`config.mk`:
```
export PLATFORM = sky130hd
export DESIGN_NAME = text_lcd_refresh_ctrl
export DESIGN_NICKNAME = d
export VERILOG_FILES = /design/src/rtl/text_lcd_refresh_ctrl.sv
export SDC_FILE = /design/constraint.sdc
export NUM_CORES = 1
export LEC_CHECK = 0
export CAP_MARGIN = 25
export CORE_MARGIN = 5
export CORE_UTILIZATION = 45
export CTS_CLUSTER_DIAMETER = 80
export DETAILED_ROUTE_END_ITERATION = 7
export GPL_TIMING_DRIVEN = 0
export PLACE_DENSITY = 0.71
export SLEW_MARGIN = 20
export SYNTH_ARGS = -nofsm -noshare
export SYNTH_HDL_FRONTEND = slang
export SYNTH_SLANG_ARGS = --single-unit
```
`constraint.sdc`:
```
create_clock -name CLK -period 3.5 [get_ports CLK]
set_input_delay 0.35 -clock CLK [delete_from_list [all_inputs] [get_ports CLK]]
set_output_delay 0.35 -clock CLK [all_outputs]
set_load 0.005 [all_outputs]
```
`src/rtl/text_lcd_refresh_ctrl.sv`:
```
// Write sequencer for an HD44780-compatible 16x2 character LCD (8-bit bus, write-only).
// After the power-up wait and the four init commands, it redraws all 32 cells forever:
// set-DDRAM-address for line 1, 16 characters, set-address for line 2, 16 characters.
// Each character is preceded by a 2-cycle fetch so the upstream chain may register once.
module text_lcd_refresh_ctrl #(
    parameter int PWR_WAIT = 1000000,
    parameter int CMD_WAIT = 2000,
    parameter int CLR_WAIT = 100000,
    parameter int E_CYC    = 25,
    parameter int T_SU     = 2
) (
    input  logic       CLK,
    input  logic       RESETN,
    output logic [4:0] CHAR_ADDR,
    input  logic [7:0] CHAR_DATA,
    output logic       LCD_E,
    output logic       LCD_RS,
    output logic       LCD_RW,
    output logic [7:0] LCD_DATA,
    output logic       INIT_DONE,
    output logic       REFRESH_DONE
);

    localparam int MAX_A  = (PWR_WAIT > CLR_WAIT) ? PWR_WAIT : CLR_WAIT;
    localparam int MAX_B  = (CMD_WAIT > E_CYC) ? CMD_WAIT : E_CYC;
    localparam int MAX_N  = (MAX_A > MAX_B) ? MAX_A : MAX_B;
    localparam int CNT_W  = $clog2(MAX_N + 1);

    localparam logic [CNT_W-1:0] PWR_END   = CNT_W'(PWR_WAIT - 1);
    localparam logic [CNT_W-1:0] CMD_END   = CNT_W'(CMD_WAIT - 1);
    localparam logic [CNT_W-1:0] CLR_END   = CNT_W'(CLR_WAIT - 1);
    localparam logic [CNT_W-1:0] E_END     = CNT_W'(E_CYC - 1);
    localparam logic [CNT_W-1:0] SU_END    = CNT_W'(T_SU - 1);
    localparam logic [CNT_W-1:0] FETCH_END = CNT_W'(1);

    typedef enum logic [2:0] {S_PWR, S_INIT, S_ADDR1, S_CHARS1, S_ADDR2, S_CHARS2} seq_t;
    typedef enum logic [1:0] {PH_FETCH, PH_SETUP, PH_EHI, PH_WAIT} phase_t;

    seq_t             seq_q, seq_d;
    phase_t           phase_q, phase_d;
    logic [CNT_W-1:0] cnt_q, cnt_d;
    logic [1:0]       idx_q, idx_d;
    logic [3:0]       col_q, col_d;
    logic [4:0]       addr_q, addr_d;
    logic             e_q, e_d;
    logic             rs_q, rs_d;
    logic [7:0]       data_q, data_d;
    logic             init_done_q, init_done_d;
    logic             refresh_done_q, refresh_done_d;
    logic             start;
    logic [CNT_W-1:0] wait_end;

    // State register; reset aborts any transaction and drops every output at once.
    always_ff @(posedge CLK or negedge RESETN) begin
        if (!RESETN) begin
            seq_q          <= S_PWR;
            phase_q        <= PH_SETUP;
            cnt_q          <= '0;
            idx_q          <= '0;
            col_q          <= '0;
            addr_q         <= '0;
            e_q            <= 1'b0;
            rs_q           <= 1'b0;
            data_q         <= 8'h00;
            init_done_q    <= 1'b0;
            refresh_done_q <= 1'b0;
        end else begin
            seq_q          <= seq_d;
            phase_q        <= phase_d;
            cnt_q          <= cnt_d;
            idx_q          <= idx_d;
            col_q          <= col_d;
            addr_q         <= addr_d;
            e_q            <= e_d;
            rs_q           <= rs_d;
            data_q         <= data_d;
            init_done_q    <= init_done_d;
            refresh_done_q <= refresh_done_d;
        end
    end

    // Sequence/phase stepping; a finished wait selects the next item and launches its transaction.
    always_comb begin
        seq_d          = seq_q;
        phase_d        = phase_q;
        cnt_d          = cnt_q;
        idx_d          = idx_q;
        col_d          = col_q;
        addr_d         = addr_q;
        e_d            = e_q;
        rs_d           = rs_q;
        data_d         = data_q;
        init_done_d    = init_done_q;
        refresh_done_d = 1'b0;
        start          = 1'b0;
        // Only the clear-display command needs the long wait.
        wait_end       = (seq_q == S_INIT && idx_q == 2'd3) ? CLR_END : CMD_END;

        if (seq_q == S_PWR) begin
            if (cnt_q == PWR_END) begin
                seq_d = S_INIT;
                idx_d = 2'd0;
                start = 1'b1;
            end else begin
                cnt_d = cnt_q + 1'b1;
            end
        end else begin
            case (phase_q)
                PH_FETCH: begin
                    if (cnt_q == FETCH_END) begin
                        rs_d    = 1'b1;
                        data_d  = CHAR_DATA;
                        phase_d = PH_SETUP;
                        cnt_d   = '0;
                    end else begin
                        cnt_d = cnt_q + 1'b1;
                    end
                end
                PH_SETUP: begin
                    if (cnt_q == SU_END) begin
                        e_d     = 1'b1;
                        phase_d = PH_EHI;
                        cnt_d   = '0;
                    end else begin
                        cnt_d = cnt_q + 1'b1;
                    end
                end
                PH_EHI: begin
                    if (cnt_q == E_END) begin
                        e_d     = 1'b0;
                        phase_d = PH_WAIT;
                        cnt_d   = '0;
                    end else begin
                        cnt_d = cnt_q + 1'b1;
                    end
                end
                default: begin
                    if (cnt_q == wait_end) begin
                        start = 1'b1;
                        case (seq_q)
                            S_INIT: begin
                                if (idx_q == 2'd3) begin
                                    init_done_d = 1'b1;
                                    seq_d       = S_ADDR1;
                                end else begin
                                    idx_d = idx_q + 1'b1;
                                end
                            end
                            S_ADDR1: begin
                                seq_d = S_CHARS1;
                                col_d = 4'd0;
                            end
                            S_CHARS1: begin
                                if (col_q == 4'd15) begin
                                    seq_d = S_ADDR2;
                                    col_d = 4'd0;
                                end else begin
                                    col_d = col_q + 1'b1;
                                end
                            end
                            S_ADDR2: begin
                                seq_d = S_CHARS2;
                                col_d = 4'd0;
                            end
                            S_CHARS2: begin
                                if (col_q == 4'd15) begin
                                    seq_d          = S_ADDR1;
                                    col_d          = 4'd0;
                                    refresh_done_d = 1'b1;
                                end else begin
                                    col_d = col_q + 1'b1;
                                end
                            end
                            default: ;
                        endcase
                    end else begin
                        cnt_d = cnt_q + 1'b1;
                    end
                end
            endcase
        end

        // Launch: characters first fetch from upstream, instructions go straight to setup.
        if (start) begin
            cnt_d = '0;
            if (seq_d == S_CHARS1 || seq_d == S_CHARS2) begin
                phase_d = PH_FETCH;
                addr_d  = {(seq_d == S_CHARS2), col_d};
            end else begin
                phase_d = PH_SETUP;
                rs_d    = 1'b0;
                case (seq_d)
                    S_INIT: begin
                        case (idx_d)
                            2'd0:    data_d = 8'h38;
                            2'd1:    data_d = 8'h0C;
                            2'd2:    data_d = 8'h06;
                            default: data_d = 8'h01;
                        endcase
                    end
                    S_ADDR2: data_d = 8'hC0;
                    default: data_d = 8'h80;
                endcase
            end
        end
    end

    assign CHAR_ADDR    = addr_q;
    assign LCD_E        = e_q;
    assign LCD_RS       = rs_q;
    assign LCD_RW       = 1'b0;
    assign LCD_DATA     = data_q;
    assign INIT_DONE    = init_done_q;
    assign REFRESH_DONE = refresh_done_q;

endmodule

```
==> flow_summary.ini, run 1 <==
[critical_path]
cp_num_buf_inv = 1
critPathMaxStageDelay_ns = 0.50
crit_slowest_cell = nor4_1
reg2reg_depth = 10
rrSetupSlack_ns = 0.60
cp_top_family = simple AND/OR/NAND/NOR gates
r2r_start = cnt_q[11]$_DFFE_PN0P_
critPathKind = reg2reg
cp-end-kind = register
crit_start = cnt_q[11]$_DFFE_PN0P_
critPathLaunchType = register
crit_required_ns = 3.70
worst_ep_arrival_time_ns = 3.11
path_cells = clkbuf_1, nor4_1, nand4b_1, a21oi_4, a21oi_1, a31oi_1, and2_1, ha_1, nor2_1, o32ai_1
path_max_fanout = 8
reg2reg_to = LCD_DATA[3]$_DFF_PN0_

[placed_design]
dp_hpwl_mm = 4.530
gp_congestion = 0.8647
io_buffers = 26
dp_cells = 410

[run_status]
run_status = completed

[pwr]
peakVddDrop_mv = 0.2862
power_frac_comb_pct = 2.6
p_total_mw = 0.9279
swShare_pct = 21.98
power.switching_mw = 0.2039
clkPwrFrac_pct = 37.7
power_leakage_nw = 1.363
p_int_mw = 0.7240
power.share.sequential_pct = 59.7
powerDensity_nw_per_um2 = 275.8

[cts]
post_cts_resized = 0
clockBufferDepth = 2
clk_latency_ns = 0.31
ctsHoldBuffers = 1
cts_tree = built
cts.clk_slew.worst_paths_ns = 0.09
htree_levels = 2
cts_buffers = 5
cts-root-buf = clkbuf_8
cts_sinks = 48
post_cts_buffers = 0

[yosys]
synth_seq_cells = 48
synthXorXnorAreaFrac_pct = 5.455
yosys.area_share.adder_pct = 6.061
synthMuxAreaShare_pct = 5.411
synth_top_flop_cell = dfrtp_1
syn_nets = 330
synth-simple-area-share_pct = 23.55
yosysSeqAreaShare_pct = 41.60
netlist_area_um2 = 2890
syn_inst = 306
async_flop_share_pct = 100.0
ys_warn_count = 0
ys_types = 61
synth-compound-area-share_pct = 14.59
synth_top_family_by_area = simple AND/OR/NAND/NOR gates
syn_avg_cell_area_um2 = 9.445
synth_edf_count = 0

[finish]
fin_util_pct = 53.29
drive_gt1_share_pct = 8.480
multiInputGateArea_um2 = 1595
final_common_cell = dfrtp_1
ff_latch_area_um2 = 1202
diodes = 0
most-common-layout-cells = 47 x dfrtp_1, 33 x nand2_1, 28 x nor2_1
instances_no_fill = 419
syn_to_final_growth_pct = 16.41
nets = 365
fillers = 586

[global_routing]
gr-usage-all-layers_pct = 15.64
overflow = 0
antenna_found_initial = 0
grt_pass1_vias = 2281
grt_max_degree = 33
grt_pass1_wl_mm = 10.77

[timing]
fmax_mhz = 344.6
setup_viol = 0
relSlewSlack_pct = 56.45
worst_pin_slew_ns = 0.6473
layout_min_cycle_time_ns = 2.902
skew_ns = 0.01042
slew_violations = 0
tns_ns = 0
finalHoldViolations = 0
grt_setup_unrepaired = no
period_share_pct = 82.92

[routing]
via_per_inst = 5.635
drtPass1Iterations = 4
vias = 2361
drtAntennaViolNets = 0
drc = 0
wirelength_mm = 6.060
routedWlPerCell_um = 14.46
drt_iter0_drc = 127

[floorplanning]
die_w_um = 90.14
die_h_um = 90.14
ioPinCount = 28
start_util_pct = 45.78
die_area_um2 = 8125
core_area_um2 = 6314
rows = 29

[worst_hold_path]
hold_path.class = in2async

[flow_run]
drv_cap = 0
sequential cells by signal, summed over array words and instances (netlist names):
register	cells
seq_q	3
LCD_RS	1
CHAR_ADDR	5
phase_q	2
cnt_q	20
REFRESH_DONE	1
col_q	4
LCD_DATA	8
idx_q	2
LCD_E	1
INIT_DONE	1
worst max path at each step:
stage,depth (start not counted),endpoint
floorplan,9,LCD_DATA[3]$_DFF_PN0_
global placement,10,LCD_DATA[3]$_DFF_PN0_
detailed placement,10,LCD_DATA[3]$_DFF_PN0_
CTS,10,LCD_DATA[3]$_DFF_PN0_
global route,10,LCD_DATA[3]$_DFF_PN0_
finish,10,LCD_DATA[3]$_DFF_PN0_
kinds of logic (layout without fill, tap and decap cells):
| logic type | after synthesis | in the layout |
|---|---|---|
| AO/OA/AOI/OAI | 59 | 59 |
| XOR/XNOR | 18 | 18 |
| adder cells (fa/ha/maj) | 14 | 14 |
| buffers and inverters | 21 | 57 |
| flip-flops | 48 | 48 |
| multiplexers | 15 | 15 |
| other | 1 | 1 |
| AND/OR/NAND/NOR | 130 | 130 |
per-layer routing:
metal  wire length, um  share of wire, %  GRT usage (%)
met1              2839                47          21.60
met2              2948                49          25.55
met3               209               3.4          2.671
met4                63               1.0          3.846
met5                 0                 0              0
per-stage QoR:
| stage | instance area (um^2) | hold slack [ns] | setup slack [ns] |
|---|---|---|---|
| after floorplan | 2890 | 0.05441 | 1.020 |
| after detailed placement | 3262 | 0.3103 | 0.6478 |
| final | 3364 | 0.4909 | 0.5979 |
| after global routing | 3364 | 0.5213 | 0.2906 |
| after CTS | 3364 | 0.5001 | 0.6178 |
| after global placement | 3247 | 0.4723 | 0.6916 |
power by group through the flow:
stage,clock [mW],combinational (mW),sequential [mW]
after detailed placement,0,0.0248,0.565
after floorplan,0,0.00124,0.565
after global placement,0,0.0222,0.565
final,0.350,0.0243,0.554
after CTS,0.359,0.0256,0.554
after global routing,0.386,0.0278,0.554
final cells by class:
type | instances | area share (%)
Clock buffer | 6 | 2.454
Timing Repair Buffer | 28 | 8.479
Multi-Input combinational cell | 237 | 47.42
Inverter | 10 | 1.116
Sequential cell | 48 | 35.74
Buffer | 11 | 1.636
Tap cell | 77 | 2.864
Clock inverter | 2 | 0.2975
synth_stat cells, types with 3 or more instances:
master,n,area share (%)
nor2_1,28,3.6
nor3_1,9,1.6
dfrtp_1,47,41
a31oi_1,4,0.87
nor4_1,8,1.7
nand3_1,18,3.1
ha_1,14,6.1
mux2i_1,10,3.5
and2_1,5,1.1
mux2_2,3,1.2
o21ai_0,14,2.4
nand2b_1,4,0.87
nand2_1,33,4.3
and4_1,3,0.91
o21ai_1,4,0.69
xnor2_1,10,3.0
o211ai_1,3,0.78
nand4b_1,3,0.91
xor2_1,8,2.4
nand4_1,5,1.1
inv_1,10,1.3
o22ai_1,4,0.87
a21oi_1,5,0.87
o31ai_1,4,1.0
clkbuf_1,7,0.91
(Power assumes the default switching activity.)
==> inputs of run 2 (changes only) <==
==> constraint.sdc (replaced) <==
create_clock -name CLK -period 2.8 [get_ports CLK]
set_input_delay 0.28 -clock CLK [delete_from_list [all_inputs] [get_ports CLK]]
set_output_delay 0.28 -clock CLK [all_outputs]
set_load 0.005 [all_outputs]
==> run 2 against run 1 <==
Net effect: register-to-register slack worse by 0.41 ns; clock skew hardly changed; critical endpoint unchanged; largest power group unchanged; first-iteration DRC count is 17% lower; clock power is 25% higher; die area stayed put.
==> flow_summary.ini, run 2 (same netlist as run 1, synthesis figures left out) <==
[timing]
grt_setup_unrepaired = no
setup_viol = 0
period_share_pct = 93.30
fmax_mhz = 382.8
relSlewSlack_pct = 56.33
slew_violations = 0
skew_ns = 0.01089
finalHoldViolations = 0
layout_min_cycle_time_ns = 2.612
worst_pin_slew_ns = 0.6491

[floorplanning]
core_area_um2 = 6314
start_util_pct = 45.78
rows = 29
die_h_um = 90.14
die_area_um2 = 8125
ioPinCount = 28
die_w_um = 90.14

[pwr]
peakVddDrop_mv = 0.3584
p_total_mw = 1.162
powerDensity_nw_per_um2 = 336.2
power_leakage_nw = 1.390

[placed_design]
dp_cells = 410
dp_hpwl_mm = 4.530
io_buffers = 26
gp_congestion = 0.8647

[global_routing]
grt_pass1_wl_mm = 10.88
antenna_found_initial = 0
grt_pass1_vias = 2299
overflow = 0
gr-usage-all-layers_pct = 15.80
grt_max_degree = 33

[routing]
drt_iter0_drc = 105
drtAntennaViolNets = 0
routedWlPerCell_um = 14.51
vias = 2394
wirelength_mm = 6.181
via_per_inst = 5.620
drtPass1Iterations = 4
drc = 0

[finish]
largest-register = cnt_q
drive_gt1_share_pct = 12.03
syn_to_final_growth_pct = 19.61
diodes = 0
instances_no_fill = 426
nets = 372
most-common-layout-cells = 47 x dfrtp_1, 33 x nand2_1, 28 x nor2_1
fillers = 573
largest_reg_flops = 20
final_common_cell = dfrtp_1

[critical_path]
cp-end-kind = register
critPathLaunchType = register
crit_required_ns = 3.00
worst_ep_arrival_time_ns = 2.81
path_max_fanout = 10
critPathKind = reg2reg

[cts]
cts-root-buf = clkbuf_8
cts_sinks = 48
clk_latency_ns = 0.31
cts.clk_slew.worst_paths_ns = 0.09
htree_levels = 2
cts_buffers = 5
clockBufferDepth = 2
cts_tree = built

[run_status]
run_status = completed

[flow_run]
drv_cap = 0

[worst_hold_path]
hold_path.class = in2async
[run 2: changes by cell type in the layout (fill, tap and decap cells not counted), sizes merged]
cell,delta
buf,+6
clkbuf,+1
[run 2: what timing repair did]
item | CTS | global route
endpoints found under the hold margin | 16 | 0
pin swaps | 2 | 4
hold buffers | 1 | 0
resized for setup | 1 | 7
endpoints found under the setup margin | 17 | 19
setup buffers | 3 | 4
[run 2: final timing paths]
path                                           from                        to  slack [ns]  cells past startpoint
min in group CLK           CHAR_ADDR[2]$_DFFE_PN0P_  CHAR_ADDR[2]$_DFFE_PN0P_        0.49                      1
max in group asynchronous                    RESETN    phase_q[0]$_DFFE_PN1P_        1.81                      3
hold reg to reg            CHAR_ADDR[2]$_DFFE_PN0P_  CHAR_ADDR[2]$_DFFE_PN0P_        0.49                      1
hold / removal                               RESETN  CHAR_ADDR[3]$_DFFE_PN0P_        0.42                      2
setup reg to reg               cnt_q[4]$_DFFE_PN0P_     LCD_DATA[3]$_DFF_PN0_        0.19                     10
setup / recovery               cnt_q[4]$_DFFE_PN0P_     LCD_DATA[3]$_DFF_PN0_        0.19                     10
[run 2: through the flow]
step	hold WS [ns]	area, um^2	util (%)	setup WS [ns]	setup TNS, ns
after floorplan	-0.01559	2890	-	0.3201	0
after global placement	0.4723	3247	51.43	-0.008413	-0.008413
after detailed placement	0.2403	3262	51.66	-0.05222	-0.1290
after CTS	0.4375	3393	53.75	0.03276	0
after global routing	0.4663	3457	54.76	0.002884	0
final	0.4224	3457	54.76	0.1877	0
[run 2: worst max-delay path: stages (launching register included)]
cell	delay (ns)
dfrtp_1	0.38
buf_6	0.14
or4b_1	0.52
a211o_1	0.33
a21oi_4	0.22
a21oi_1	0.09
a31oi_1	0.19
and2_1	0.22
ha_1	0.16
nor2_1	0.04
o32ai_1	0.23
[run 2: area by class of cell]
class                      count  area, um^2  area share (%)
clock inverter                 2       10.01          0.2895
tap                           77       96.34           2.787
inverter                      10       37.54           1.086
timing repair buffer          35       337.8           9.772
multi-input combinational    237        1633           47.23
sequential                    48        1202           34.78
clock buffer                   6       82.58           2.389
buffer                        11       57.56           1.665
[run 2: routing by layer]
metal | up-vias | part of all wire [%] | track usage (%)
met2 | 44 | 49 | 25.91
li1 | 1186 | - | -
met1 | 1158 | 47 | 21.55
met4 | 0 | 0.87 | 4.094
met3 | 6 | 3.3 | 2.838
met5 | - | 0 | 0
[run 2: report_power, final]
group,total (mW),internal [mW],switching (mW)
Combinational,0.0303,0.0149,0.0155
Sequential,0.693,0.693,0
Clock,0.439,0.198,0.242
